`src/rtl/adc_spi_pkg.sv`:
```
// adc_spi_pkg: shared FSM states, command constants and frame-length helper for the SPI ADC scanner
package adc_spi_pkg;
  typedef enum logic [2:0] {IDLE, CS_SETUP, SHIFT, CS_HOLD, GAP} state_t;
  localparam logic CMD_START = 1'b1;
  localparam logic CMD_SGL = 1'b1;
  function automatic int frame_len(input int ch_w, input int null_bits, input int data_w);
    return 2 + ch_w + null_bits + data_w;
  endfunction
endpackage

```
`src/rtl/adc_sclk_gen.sv`:
```
// adc_sclk_gen: divides clk into a 50% sclk with one-cycle rise/fall strobes while enabled
module adc_sclk_gen #(
  parameter int CLK_DIV = 4
) (
  input  logic clk,
  input  logic rst,
  input  logic en,
  output logic sclk,
  output logic rise,
  output logic fall
);
  localparam int W = $clog2(2 * CLK_DIV);
  logic [W-1:0] cg;
  assign rise = en && cg == '0;
  assign fall = en && cg == W'(CLK_DIV);
  always_ff @(posedge clk or posedge rst)
    if (rst) begin
      cg <= '0;
      sclk <= 1'b0;
    end else begin
      cg <= (!en || cg == W'(2 * CLK_DIV - 1)) ? '0 : cg + 1'b1;
      sclk <= rise ? 1'b1 : fall ? 1'b0 : sclk && en;
    end
endmodule

```
`src/rtl/adc_spi_scanner.sv`:
```
// adc_spi_scanner: scans a channel mask on a multi-channel SPI ADC and streams tagged results
module adc_spi_scanner
  import adc_spi_pkg::*;
#(
  parameter int DATA_W = 10,
  parameter int NULL_BITS = 3,
  parameter int NUM_CH = 8,
  parameter int CLK_DIV = 4,
  localparam int CH_W = NUM_CH > 1 ? $clog2(NUM_CH) : 1
) (
  input  logic              clk,
  input  logic              rst,
  input  logic              start,
  input  logic              cont,
  input  logic [NUM_CH-1:0] ch_mask,
  input  logic              adc_miso,
  output logic              adc_cs_n,
  output logic              adc_sclk,
  output logic              adc_mosi,
  output logic              busy,
  output logic              m_valid,
  input  logic              m_ready,
  output logic [DATA_W-1:0] m_data,
  output logic [CH_W-1:0]   m_ch,
  output logic              overrun
);
  localparam int CMD_W = 2 + CH_W;
  localparam int FL = frame_len(CH_W, NULL_BITS, DATA_W);
  localparam int SKIP = CMD_W + NULL_BITS;
  localparam int SHIFT_CYC = 2 * CLK_DIV * FL;
  localparam int CNT_W = $clog2(SHIFT_CYC);
  localparam int RC_W = $clog2(FL + 1);
  state_t st;
  logic [CNT_W-1:0] cnt;
  logic [NUM_CH-1:0] mask_q;
  logic [CH_W-1:0] ch, nxt_ch, lo_ch, st_ch;
  logic nxt_found, sclk_en, rise, fall;
  logic [CMD_W-1:0] sr;
  logic [RC_W-1:0] rc;
  logic [DATA_W-1:0] sh;
  function automatic logic [CMD_W-1:0] cmd(input logic [CH_W-1:0] c);
    return {CMD_START, CMD_SGL, c};
  endfunction
  always_comb begin
    nxt_found = 1'b0;
    nxt_ch = '0;
    lo_ch = '0;
    st_ch = '0;
    for (int i = NUM_CH - 1; i >= 0; i--) begin
      if (mask_q[i] && CH_W'(i) > ch) begin
        nxt_found = 1'b1;
        nxt_ch = CH_W'(i);
      end
      if (mask_q[i]) lo_ch = CH_W'(i);
      if (ch_mask[i]) st_ch = CH_W'(i);
    end
  end
  // enable reaches one cycle into CS_SETUP so the first rise lands on the SHIFT entry edge
  assign sclk_en = (st == SHIFT && cnt != CNT_W'(SHIFT_CYC - 1)) ||
                   (st == CS_SETUP && cnt == CNT_W'(CLK_DIV - 1));
  adc_sclk_gen #(.CLK_DIV(CLK_DIV)) u_sclk (
    .clk (clk),
    .rst (rst),
    .en  (sclk_en),
    .sclk(adc_sclk),
    .rise(rise),
    .fall(fall)
  );
  always_ff @(posedge clk or posedge rst)
    if (rst) begin
      st <= IDLE;
      cnt <= '0;
      mask_q <= '0;
      ch <= '0;
      sr <= '0;
      rc <= '0;
      sh <= '0;
      adc_cs_n <= 1'b1;
      adc_mosi <= 1'b0;
      busy <= 1'b0;
      m_valid <= 1'b0;
      m_data <= '0;
      m_ch <= '0;
      overrun <= 1'b0;
    end else begin
      overrun <= 1'b0;
      cnt <= cnt + 1'b1;
      if (m_valid && m_ready) m_valid <= 1'b0;
      if (fall) begin
        adc_mosi <= sr[CMD_W-1];
        sr <= sr << 1;
      end
      if (rise) begin
        rc <= rc + 1'b1;
        if (rc >= RC_W'(SKIP)) sh <= {sh[DATA_W-2:0], adc_miso};
      end
      case (st)
        IDLE:
          if (start && |ch_mask) begin
            mask_q <= ch_mask;
            ch <= st_ch;
            busy <= 1'b1;
            adc_cs_n <= 1'b0;
            adc_mosi <= CMD_START;
            sr <= cmd(st_ch) << 1;
            rc <= '0;
            cnt <= '0;
            st <= CS_SETUP;
          end
        CS_SETUP:
          if (cnt == CNT_W'(CLK_DIV - 1)) begin
            cnt <= '0;
            st <= SHIFT;
          end
        SHIFT:
          if (cnt == CNT_W'(SHIFT_CYC - 1)) begin
            cnt <= '0;
            st <= CS_HOLD;
          end
        CS_HOLD:
          if (cnt == CNT_W'(CLK_DIV - 1)) begin
            cnt <= '0;
            adc_cs_n <= 1'b1;
            if (m_valid && !m_ready) overrun <= 1'b1;
            else begin
              m_valid <= 1'b1;
              m_data <= sh;
              m_ch <= ch;
            end
            ch <= nxt_found ? nxt_ch : lo_ch;
            busy <= nxt_found || cont;
            st <= (nxt_found || cont) ? GAP : IDLE;
          end
        GAP:
          if (cnt == CNT_W'(2 * CLK_DIV - 1)) begin
            cnt <= '0;
            adc_cs_n <= 1'b0;
            adc_mosi <= CMD_START;
            sr <= cmd(ch) << 1;
            rc <= '0;
            st <= CS_SETUP;
          end
        default: st <= IDLE;
      endcase
    end
endmodule

```
`config.mk`:
```
export PLATFORM = sky130hd
export DESIGN_NAME = adc_spi_scanner
export DESIGN_NICKNAME = d
export VERILOG_FILES = /design/src/rtl/adc_spi_pkg.sv /design/src/rtl/adc_sclk_gen.sv /design/src/rtl/adc_spi_scanner.sv
export SDC_FILE = /design/constraint.sdc
export NUM_CORES = 1
export LEC_CHECK = 0
export ABC_AREA = 1
export CORE_ASPECT_RATIO = 1.75
export CORE_UTILIZATION = 40
export DETAILED_ROUTE_END_ITERATION = 8
export DONT_BUFFER_PORTS = 1
export PLACE_DENSITY = 0.57
export SLEW_MARGIN = 25
export SYNTH_ARGS = -nofsm -noshare
export SYNTH_HDL_FRONTEND = slang
export SYNTH_SLANG_ARGS = --single-unit
```
`constraint.sdc`:
```
create_clock -name clk -period 1.75 [get_ports clk]
set_input_delay 0.2625 -clock clk [delete_from_list [all_inputs] [get_ports clk]]
set_output_delay 0.2625 -clock clk [all_outputs]
set_load 0.02 [all_outputs]
```
==> impl_metrics.env, run 1 <==
export IMPL_status="complete, no violations"
export IMPL_finalMaxSlewViolations=0
export IMPL_critPathLaunchType="flip-flop"
export IMPL_drtAntennaViolNets=0
export IMPL_die_h_um=121.4
export IMPL_htreeDepth=3
export IMPL_instances_no_fill=520
export IMPL_cts_buffers=9
export IMPL_leakage_nw=1.910
export IMPL_regArea_sq_mm=0.001603
export IMPL_fin_nets=445
export IMPL_internal_power_mw=4.065
export IMPL_post_drt_wl_per_cell_um=12.83
export IMPL_crit_required_ns=1.97
export IMPL_mostFrequentLayoutCells="112 x nand2_1, 63 x dfrtp_1, 60 x inv_1"
export IMPL_synth_seq_cells=64
export IMPL_hp_class="primary input to flip-flop"
export IMPL_setup_viol=0
export IMPL_drt_iter0_drc=131
export IMPL_fill_cells=756
export IMPL_timing_setup_tns_ns=0
export IMPL_place_inst=502
export IMPL_slew_headroom=0.7666
export IMPL_worst_ep_arrival_time_ns=1.83
export IMPL_vdd_drop_max_mv=0.6397
export IMPL_finalClockSkew_ns=0.003715
export IMPL_drt_met1_wl_um=2673
export IMPL_post_route_period_util=0.9197
export IMPL_area_growth_pct=16.08
export IMPL_timing_final_hold_violations=0
export IMPL_drive_above_1_share=0.1326
export IMPL_synth_flop_cell="dfrtp_1"
export IMPL_gp_congestion=0.8605
export IMPL_power_frac_seq=0.372
export IMPL_io_buffers=0
export IMPL_post_drt_via_cell_ratio=4.875
export IMPL_remaining_drc_errors=0
export IMPL_overflow=0
export IMPL_multi_input_area_sq_mm=0.001391
export IMPL_die_x_um=70.24
export IMPL_worst_slew_pin_slew_ns=0.3501
export IMPL_power_frac_comb=0.345
export IMPL_p_clk_frac=0.284
export IMPL_dr_max_layer_used="met4"
export IMPL_yosysSeqAreaShare=0.4917
export IMPL_syn_area_sq_mm=0.003259
export IMPL_diodes=0
export IMPL_wl_met3_um=222
export IMPL_grt_pass1_vias=2594
export IMPL_stdcell_area_sq_mm=0.003784
export IMPL_route_met2_wl_um=3527
export IMPL_track_usage=0.1737
export IMPL_p_sw_mw=2.688
export IMPL_period_needed_ns=1.609
export IMPL_grt_pass1_wl_um=11350
export IMPL_boundaryPins=33
export IMPL_max_cap_violations=0
export IMPL_cts_root_buf="clkbuf_16"
export IMPL_clock_latency_ns=0.33
export IMPL_critPathMaxFanout=9
export IMPL_switching_share=0.3980
export IMPL_min_from="ch_mask[6]"
export IMPL_synthCells=408
export IMPL_placed_area_sq_mm=0.003428
export IMPL_synth_avg_cell_area_sq_um=7.989
export IMPL_crit_type="flip-flop to flip-flop"
export IMPL_startpoint="cnt[0]"
export IMPL_first_pass_iters=4
export IMPL_r2r_start="cnt[0]"
export IMPL_final_common_cell="nand2_1"
export IMPL_core_sq_mm=0.007909
export IMPL_grt_max_degree=65
export IMPL_fmax_ghz=0.6213
export IMPL_cts_root_to_sink_buffers=2
export IMPL_ys_async_sr_fraction=1.000
export IMPL_cts_num_sinks=64
export IMPL_rows=43
export IMPL_clkSlewWorstSetupHoldPaths_ns=0.06
export IMPL_synth_fp_nets=428
export IMPL_start_util=0.4121
export IMPL_dieArea_sq_mm=0.008528
export IMPL_antenna_found_initial=0
export IMPL_vias=2535
export IMPL_routed_wl_um=6670
export IMPL_power_mw=6.752
export IMPL_ys_warn_count=0
export IMPL_dp_hpwl_um=4830
export IMPL_synth_cell_types=36
export IMPL_power_density_mw_per_mm2=1785
export IMPL_postLayoutCoreUtil=0.4784
export IMPL_end_kind="flip-flop"
export IMPL_cts_tree="built"
export IMPL_synth_edf_count=0
==> worst max-delay path, stage by stage (launching register included) <==
cell,delay [ns]
dfrtp_1,0.36
ha_2,0.21
nand2_2,0.08
nor2_4,0.10
inv_2,0.06
o21ai_4,0.18
nand2_4,0.09
nand3_4,0.11
inv_6,0.07
nand2_4,0.15
o21ai_2,0.07
==> final timing paths <==
path	endpoint	slack, ns	depth (start not counted)
setup / recovery	sh[7]	0.14	10
hold / removal	mask_q[6]	0.09	2
setup reg to reg	sh[7]	0.14	10
hold reg to reg	u_sclk.cg[0]	0.45	1
max in group asynchronous	adc_cs_n	0.95	3
min in group asynchronous	rc[0]	0.50	3
==> stage by stage <==
stage | setup WS (ns) | hold slack [ns]
floorplan | 0.1546 | 0.3935
global placement | 0.04620 | 0.2594
detailed placement | 0.04311 | 0.2609
CTS | 0.07937 | 0.08077
global route | -0.007986 | 0.1053
finish | 0.1406 | 0.08983
==> final cells by class <==
type                            instances  share of cell area
Timing Repair Buffer                   10             0.02712
Multi-Input combinational cell        275              0.3677
Inverter                               65             0.06680
Clock inverter                          7             0.02546
Clock buffer                            9             0.05952
Sequential cell                        64              0.4236
Tap cell                               90             0.02976
==> state kept, by name (all words and copies together) (netlist names) <==
signal       flops
m_data          10
sh              10
cnt              8
mask_q           8
rc               5
sr               5
ch               3
m_ch             3
st               3
u_sclk.cg        3
adc_cs_n         1
adc_mosi         1
busy             1
m_valid          1
overrun          1
u_sclk.sclk      1
==> cells by family after synthesis <==
kind of cell,synth area share
AND/OR/NAND/NOR,0.2733
buffers and inverters,0.08868
flip-flops,0.4917
AO/OA/AOI/OAI,0.1037
XOR/XNOR,0.01612
adder cells (fa/ha/maj),0.02303
multiplexers,0.003455
==> cell usage after synthesis (2+ instances only) <==
library cell  instances  area share
nand2_2               3      0.0058
clkbuf_1              2      0.0023
nor3_1                6      0.0092
o22ai_1               2      0.0038
a21oi_1               5      0.0077
inv_1                62       0.071
nor2_1               48       0.055
xor2_1                6       0.016
o21ai_2               9       0.024
o21ai_0              35       0.054
nand2_1             113        0.13
dfrtp_1              63        0.48
ha_1                  6       0.023
inv_2                 2      0.0023
nand3_1              21       0.032
nor2_4                2      0.0069
nand4_1               4      0.0077
==> power by group through the flow <==
stage | combinational [mW] | sequential (mW) | clock (mW)
after floorplan | 1.86 | 2.42 | 0
after global placement | 2.24 | 2.53 | 0
after detailed placement | 2.30 | 2.53 | 0
after CTS | 2.32 | 2.51 | 1.96
after global routing | 2.73 | 2.59 | 2.02
final | 2.33 | 2.51 | 1.91
==> per-layer routing <==
| layer | track usage | up-vias |
|---|---|---|
| met2 | 0.3048 | 46 |
| met1 | 0.1794 | 1167 |
| met5 | 0 | - |
| li1 | - | 1306 |
| met4 | 0.1238 | 0 |
| met3 | 0.03738 | 16 |
==> what timing repair did <==
action                     in CTS  in global routing
hold endpoints to repair       63                  0
buffers inserted                0                  0
hold buffers                    1                  0
gates resized for setup         0                  5
setup endpoints to repair       0                 22
No activity file was read; power rests on OpenSTA's default activity.
==> run 2, diff against run 1 <==
- RECOVER_POWER: unset -> 100
==> run 2 against run 1 <==
Clock power about the same. Clock-buffer cell count stayed put. Clock skew hardly changed.
==> impl_metrics.env, run 2 (synthesis gave the netlist of run 1 again) <==
export IMPL_timing_setup_tns_ns=0
export IMPL_setup_ws_ns=0.1395
export IMPL_area_growth_pct=15.70
export IMPL_internal_power_mw=4.058
export IMPL_hold_depth=2
export IMPL_clkSlewWorstSetupHoldPaths_ns=0.06
export IMPL_boundaryPins=33
export IMPL_die_h_um=121.4
export IMPL_clock_latency_ns=0.33
export IMPL_gp_congestion=0.8605
export IMPL_routed_wl_um=6675
export IMPL_r2r_cells=10
export IMPL_io_buffers=0
export IMPL_cts_num_sinks=64
export IMPL_cts_tree="built"
export IMPL_start_util=0.4121
export IMPL_rows=43
export IMPL_die_x_um=70.24
export IMPL_timing_critical_path_mode_cell="nand2_4"
export IMPL_dieArea_sq_mm=0.008528
export IMPL_p_sw_mw=2.690
export IMPL_cts_root_buf="clkbuf_16"
export IMPL_vdd_drop_max_mv=0.6391
export IMPL_period_needed_ns=1.611
export IMPL_first_pass_iters=5
export IMPL_grt_pass1_vias=2594
export IMPL_final_common_cell="nand2_1"
export IMPL_critPathMaxStageDelay_ns=0.37
export IMPL_track_usage=0.1737
export IMPL_hp_class="primary input to flip-flop"
export IMPL_path_buf_inv=2
export IMPL_post_drt_wl_per_cell_um=12.84
export IMPL_slew_headroom=0.4093
export IMPL_post_route_period_util=0.9203
export IMPL_cts_root_to_sink_buffers=2
export IMPL_dp_hpwl_um=4830
export IMPL_finalClockSkew_ns=0.003641
export IMPL_diodes=0
export IMPL_core_sq_mm=0.007909
export IMPL_overflow=0
export IMPL_leakage_nw=1.905
export IMPL_grt_max_degree=65
export IMPL_crit_required_ns=1.97
export IMPL_critPathMaxFanout=9
export IMPL_placed_area_sq_mm=0.003428
export IMPL_remaining_drc_errors=0
export IMPL_finalMaxSlewViolations=0
export IMPL_postLayoutCoreUtil=0.4768
export IMPL_grt_pass1_wl_um=11350
export IMPL_postCtsSetupBuffers=0
export IMPL_cts_buffers=9
export IMPL_slowest_stage="dfrtp_1"
export IMPL_stdcell_area_sq_mm=0.003771
export IMPL_timing_hold_ws_ns=0.08934
export IMPL_fmax_ghz=0.6209
export IMPL_power_density_mw_per_mm2=1789
export IMPL_power_frac_seq=0.371
export IMPL_switching_share=0.3986
export IMPL_crit_family="simple AND/OR/NAND/NOR gates"
export IMPL_max_cap_violations=0
export IMPL_antenna_found_initial=0
export IMPL_drt_iter0_drc=139
export IMPL_reg_top3="m_data (10), sh (10)"
export IMPL_worst_ep_arrival_time_ns=1.84
export IMPL_p_clk_frac=0.284
export IMPL_critPathLaunchType="flip-flop"
export IMPL_htreeDepth=3
export IMPL_post_drt_via_cell_ratio=4.863
export IMPL_post_place_ws_ns=0.04311
export IMPL_fin_nets=445
export IMPL_vias=2529
export IMPL_end_kind="flip-flop"
export IMPL_path_depth=10
export IMPL_status="complete, no violations"
export IMPL_path_cells="ha_2 > nand2_2 > nor2_4 > inv_2 > o21ai_4 > nand2_4 > nand3_4 > inv_6 > nand2_4 > o21ai_2"
export IMPL_timing_final_hold_violations=0
export IMPL_worst_slew_pin_slew_ns=0.8861
export IMPL_crit_type="flip-flop to flip-flop"
export IMPL_setup_viol=0
export IMPL_mostFrequentLayoutCells="112 x nand2_1, 63 x dfrtp_1, 60 x inv_1"
export IMPL_power_frac_comb=0.345
export IMPL_drtAntennaViolNets=0
export IMPL_drive_above_1_share=0.1302
## run 2: area by class of cell
class | count | area (sq um)
fillers | 758 | 4138
multi-input cells | 275 | 1391
inverters | 65 | 252.7
flip-flops and latches | 64 | 1603
clock buffers | 9 | 225.2
clock inverters | 7 | 96.34
well taps | 90 | 112.6
repair buffers | 10 | 90.09
## run 2: per-stage QoR
step	power, mW	std cells
final	6.748	520
after global routing	7.333	520
after CTS	6.792	519
after detailed placement	4.832	502
after global placement	4.770	502
after floorplan	4.282	408
## run 2: per-layer routing
| layer | part of all wire | track usage | wire [um] | vias up |
|---|---|---|---|---|
| li1 | - | - | - | 1306 |
| met1 | 0.40 | 0.1794 | 2678 | 1162 |
| met2 | 0.53 | 0.3048 | 3535 | 46 |
| met3 | 0.032 | 0.03738 | 212 | 15 |
| met4 | 0.037 | 0.1238 | 249 | 0 |
| met5 | 0 | 0 | 0 | - |
## run 2: what timing repair did
item                       4_1_cts  5_1_grt
resized for setup                0        5
hold endpoints to repair        63        0
hold buffers                     1        0
setup endpoints to repair        0       22
## run 2: power by group through the flow
stage,Clock [mW],Combinational [mW],Sequential (mW)
CTS,1.96,2.32,2.51
floorplan,0,1.86,2.42
finish,1.92,2.33,2.51
global route,2.02,2.72,2.59
global placement,0,2.24,2.53
detailed placement,0,2.30,2.53
## run 2: final timing paths
path	start	to	slack [ns]
setup reg to reg	cnt[0]	sh[7]	0.14
hold reg to reg	u_sclk.cg[0]	u_sclk.cg[0]	0.45
setup / recovery	cnt[0]	sh[7]	0.14
min in group asynchronous	rst	rc[0]	0.73
hold / removal	ch_mask[6]	mask_q[6]	0.09
max in group asynchronous	rst	mask_q[6]	0.45
==> run 3, diff against run 2 <==
- CORE_MARGIN: unset -> 3
==> run 3 against run 2 <==
Sequential share of layout area decreased by 0.11 points. Routed wire length increased by 1.6%. Sequential cell count unchanged. Design area rose by 0.27%. Hold slack is essentially flat. Core utilization up 0.13 points. Register-to-register slack about the same. Clock skew hardly changed. Die area is 9.2% higher. Clock-buffer cell count up 2. First-iteration DRC count shrank 40%. Clock power down 9%.
==> impl_metrics.env, run 3 (synthesis gave the netlist of run 1 again) <==
export IMPL_finalMaxSlewViolations=0
export IMPL_drtAntennaViolNets=0
export IMPL_rows=43
export IMPL_period_needed_ns=1.617
export IMPL_power_frac_comb=0.356
export IMPL_status="complete, no violations"
export IMPL_slew_headroom=0.4182
export IMPL_routed_wl_um=6780
export IMPL_internal_power_mw=3.957
export IMPL_grt_max_degree=65
export IMPL_path_cells="ha_2 > nand2_1 > nor2_4 > nand2_2 > nand2_4 > nand3_4 > inv_8 > nand2_8 > nand2_1 > o21ai_2"
export IMPL_clkSlewWorstSetupHoldPaths_ns=0.05
export IMPL_critPathMaxStageDelay_ns=0.36
export IMPL_gp_congestion=0.8830
export IMPL_core_sq_mm=0.007909
export IMPL_antenna_found_initial=0
export IMPL_drt_iter0_drc=83
export IMPL_remaining_drc_errors=0
export IMPL_cts_tree="built"
export IMPL_clock_latency_ns=0.33
export IMPL_overflow=0
export IMPL_fmax_ghz=0.6183
export IMPL_timing_final_hold_violations=0
export IMPL_timing_hold_ws_ns=0.08899
export IMPL_drt_met1_wl_um=2695
export IMPL_mostFrequentLayoutCells="111 x nand2_1, 63 x dfrtp_1, 60 x inv_1"
export IMPL_postLayoutCoreUtil=0.4781
export IMPL_die_x_um=74.24
export IMPL_area_growth_pct=16.01
export IMPL_fill_cells=761
export IMPL_end_kind="flip-flop"
export IMPL_path_buf_inv=1
export IMPL_die_h_um=125.4
export IMPL_critPathMaxFanout=10
export IMPL_power_frac_seq=0.380
export IMPL_critPathLaunchType="flip-flop"
export IMPL_dr_max_layer_used="met4"
export IMPL_worst_ep_arrival_time_ns=1.84
export IMPL_timing_critical_path_mode_cell="nand2_1"
export IMPL_post_route_period_util=0.9241
export IMPL_vdd_drop_max_mv=0.5812
export IMPL_power_density_mw_per_mm2=1753
export IMPL_post_drt_wl_per_cell_um=12.99
export IMPL_leakage_nw=1.902
export IMPL_power_mw=6.628
export IMPL_track_usage=0.1580
export IMPL_post_drt_via_cell_ratio=4.927
export IMPL_max_cap_violations=0
export IMPL_cts_num_sinks=64
export IMPL_dp_hpwl_um=4895
export IMPL_instances_no_fill=522
export IMPL_fin_nets=448
export IMPL_slowest_stage="dfrtp_1"
export IMPL_start_util=0.4121
export IMPL_finalClockSkew_ns=0.003332
export IMPL_rsz0062_at_grt="no"
export IMPL_reg_top3="m_data (10), sh (10)"
export IMPL_diodes=0
export IMPL_crit_type="flip-flop to flip-flop"
export IMPL_switching_share=0.4031
export IMPL_wl_met3_um=322
export IMPL_crit_required_ns=1.97
export IMPL_cts_root_to_sink_buffers=2
export IMPL_timing_setup_tns_ns=0
export IMPL_cts_buffers=9
export IMPL_first_pass_iters=4
export IMPL_setup_viol=0
export IMPL_worst_slew_pin_slew_ns=0.8726
export IMPL_drive_above_1_share=0.1389
export IMPL_vias=2572
export IMPL_io_buffers=0
export IMPL_crit_family="simple AND/OR/NAND/NOR gates"
export IMPL_dieArea_sq_mm=0.009310
export IMPL_final_common_cell="nand2_1"
export IMPL_cts_root_buf="clkbuf_16"
export IMPL_hp_class="primary input to flip-flop"
export IMPL_htreeDepth=3
export IMPL_p_sw_mw=2.672
export IMPL_grt_pass1_wl_um=11270
export IMPL_place_inst=502
export IMPL_boundaryPins=33
export IMPL_grt_pass1_vias=2532
export IMPL_route_met2_wl_um=3613
export IMPL_p_clk_frac=0.263
-- run 3: cell type report --
type | instances | area (sq um) | area share
Sequential cell | 64 | 1603 | 0.4239
Clock buffer | 11 | 242.7 | 0.06420
Timing Repair Buffer | 13 | 107.6 | 0.02846
Tap cell | 90 | 112.6 | 0.02978
Inverter | 65 | 255.2 | 0.06750
Multi-Input combinational cell | 275 | 1415 | 0.3743
Clock inverter | 4 | 45.04 | 0.01191
-- run 3: per-stage QoR --
| stage | worst slack, ns | instance area, sq um |
|---|---|---|
| 4_1_cts | 0.07842 | 3726 |
| 3_3_place_gp | 0.1094 | 3428 |
| 6_report | 0.1328 | 3781 |
| 3_5_place_dp | 0.05841 | 3428 |
| 2_1_floorplan | 0.1546 | 3263 |
| 5_1_grt | 0.007207 | 3781 |
-- run 3: per-layer routing --
layer	global-route usage	vias up
met5	0	-
met4	0.07128	0
met3	0.06034	11
met2	0.2646	41
met1	0.1721	1202
li1	-	1318
-- run 3: path summary, 6_finish.rpt --
path | from | endpoint | slack [ns] | cells past startpoint
worst min register to register | u_sclk.cg[0] | u_sclk.cg[0] | 0.46 | 1
worst max register to register | cnt[0] | sh[8] | 0.13 | 10
min in group asynchronous | rst | rc[0] | 0.73 | 3
worst max-delay path | cnt[0] | sh[8] | 0.13 | 10
worst min-delay path | adc_miso | sh[0] | 0.09 | 2
max in group asynchronous | rst | m_data[7] | 0.46 | 3
-- run 3: worst register-to-register path: cells and delay by family (launching register included) --
kind,cells,cell delay [ns]
buf+inv,1,0.13
flops,1,0.36
simple gates,7,0.75
fa+ha+maj,1,0.21
compound gates,1,0.05
-- run 3: timing repair --
action	in CTS	in global routing
buffers inserted	0	3
gates resized for setup	0	13
hold buffers	1	0
hold endpoints to repair	63	0
endpoints found under the setup margin	0	37
-- run 3: power by group through the flow --
| stage | registers, mW | logic [mW] | clock network (mW) |
|---|---|---|---|
| 6_report | 2.52 | 2.36 | 1.74 |
| 5_1_grt | 2.60 | 2.77 | 1.85 |
| 4_1_cts | 2.52 | 2.30 | 1.79 |
| 3_5_place_dp | 2.54 | 2.28 | 0 |
| 3_3_place_gp | 2.53 | 2.25 | 0 |
| 2_1_floorplan | 2.42 | 1.86 | 0 |
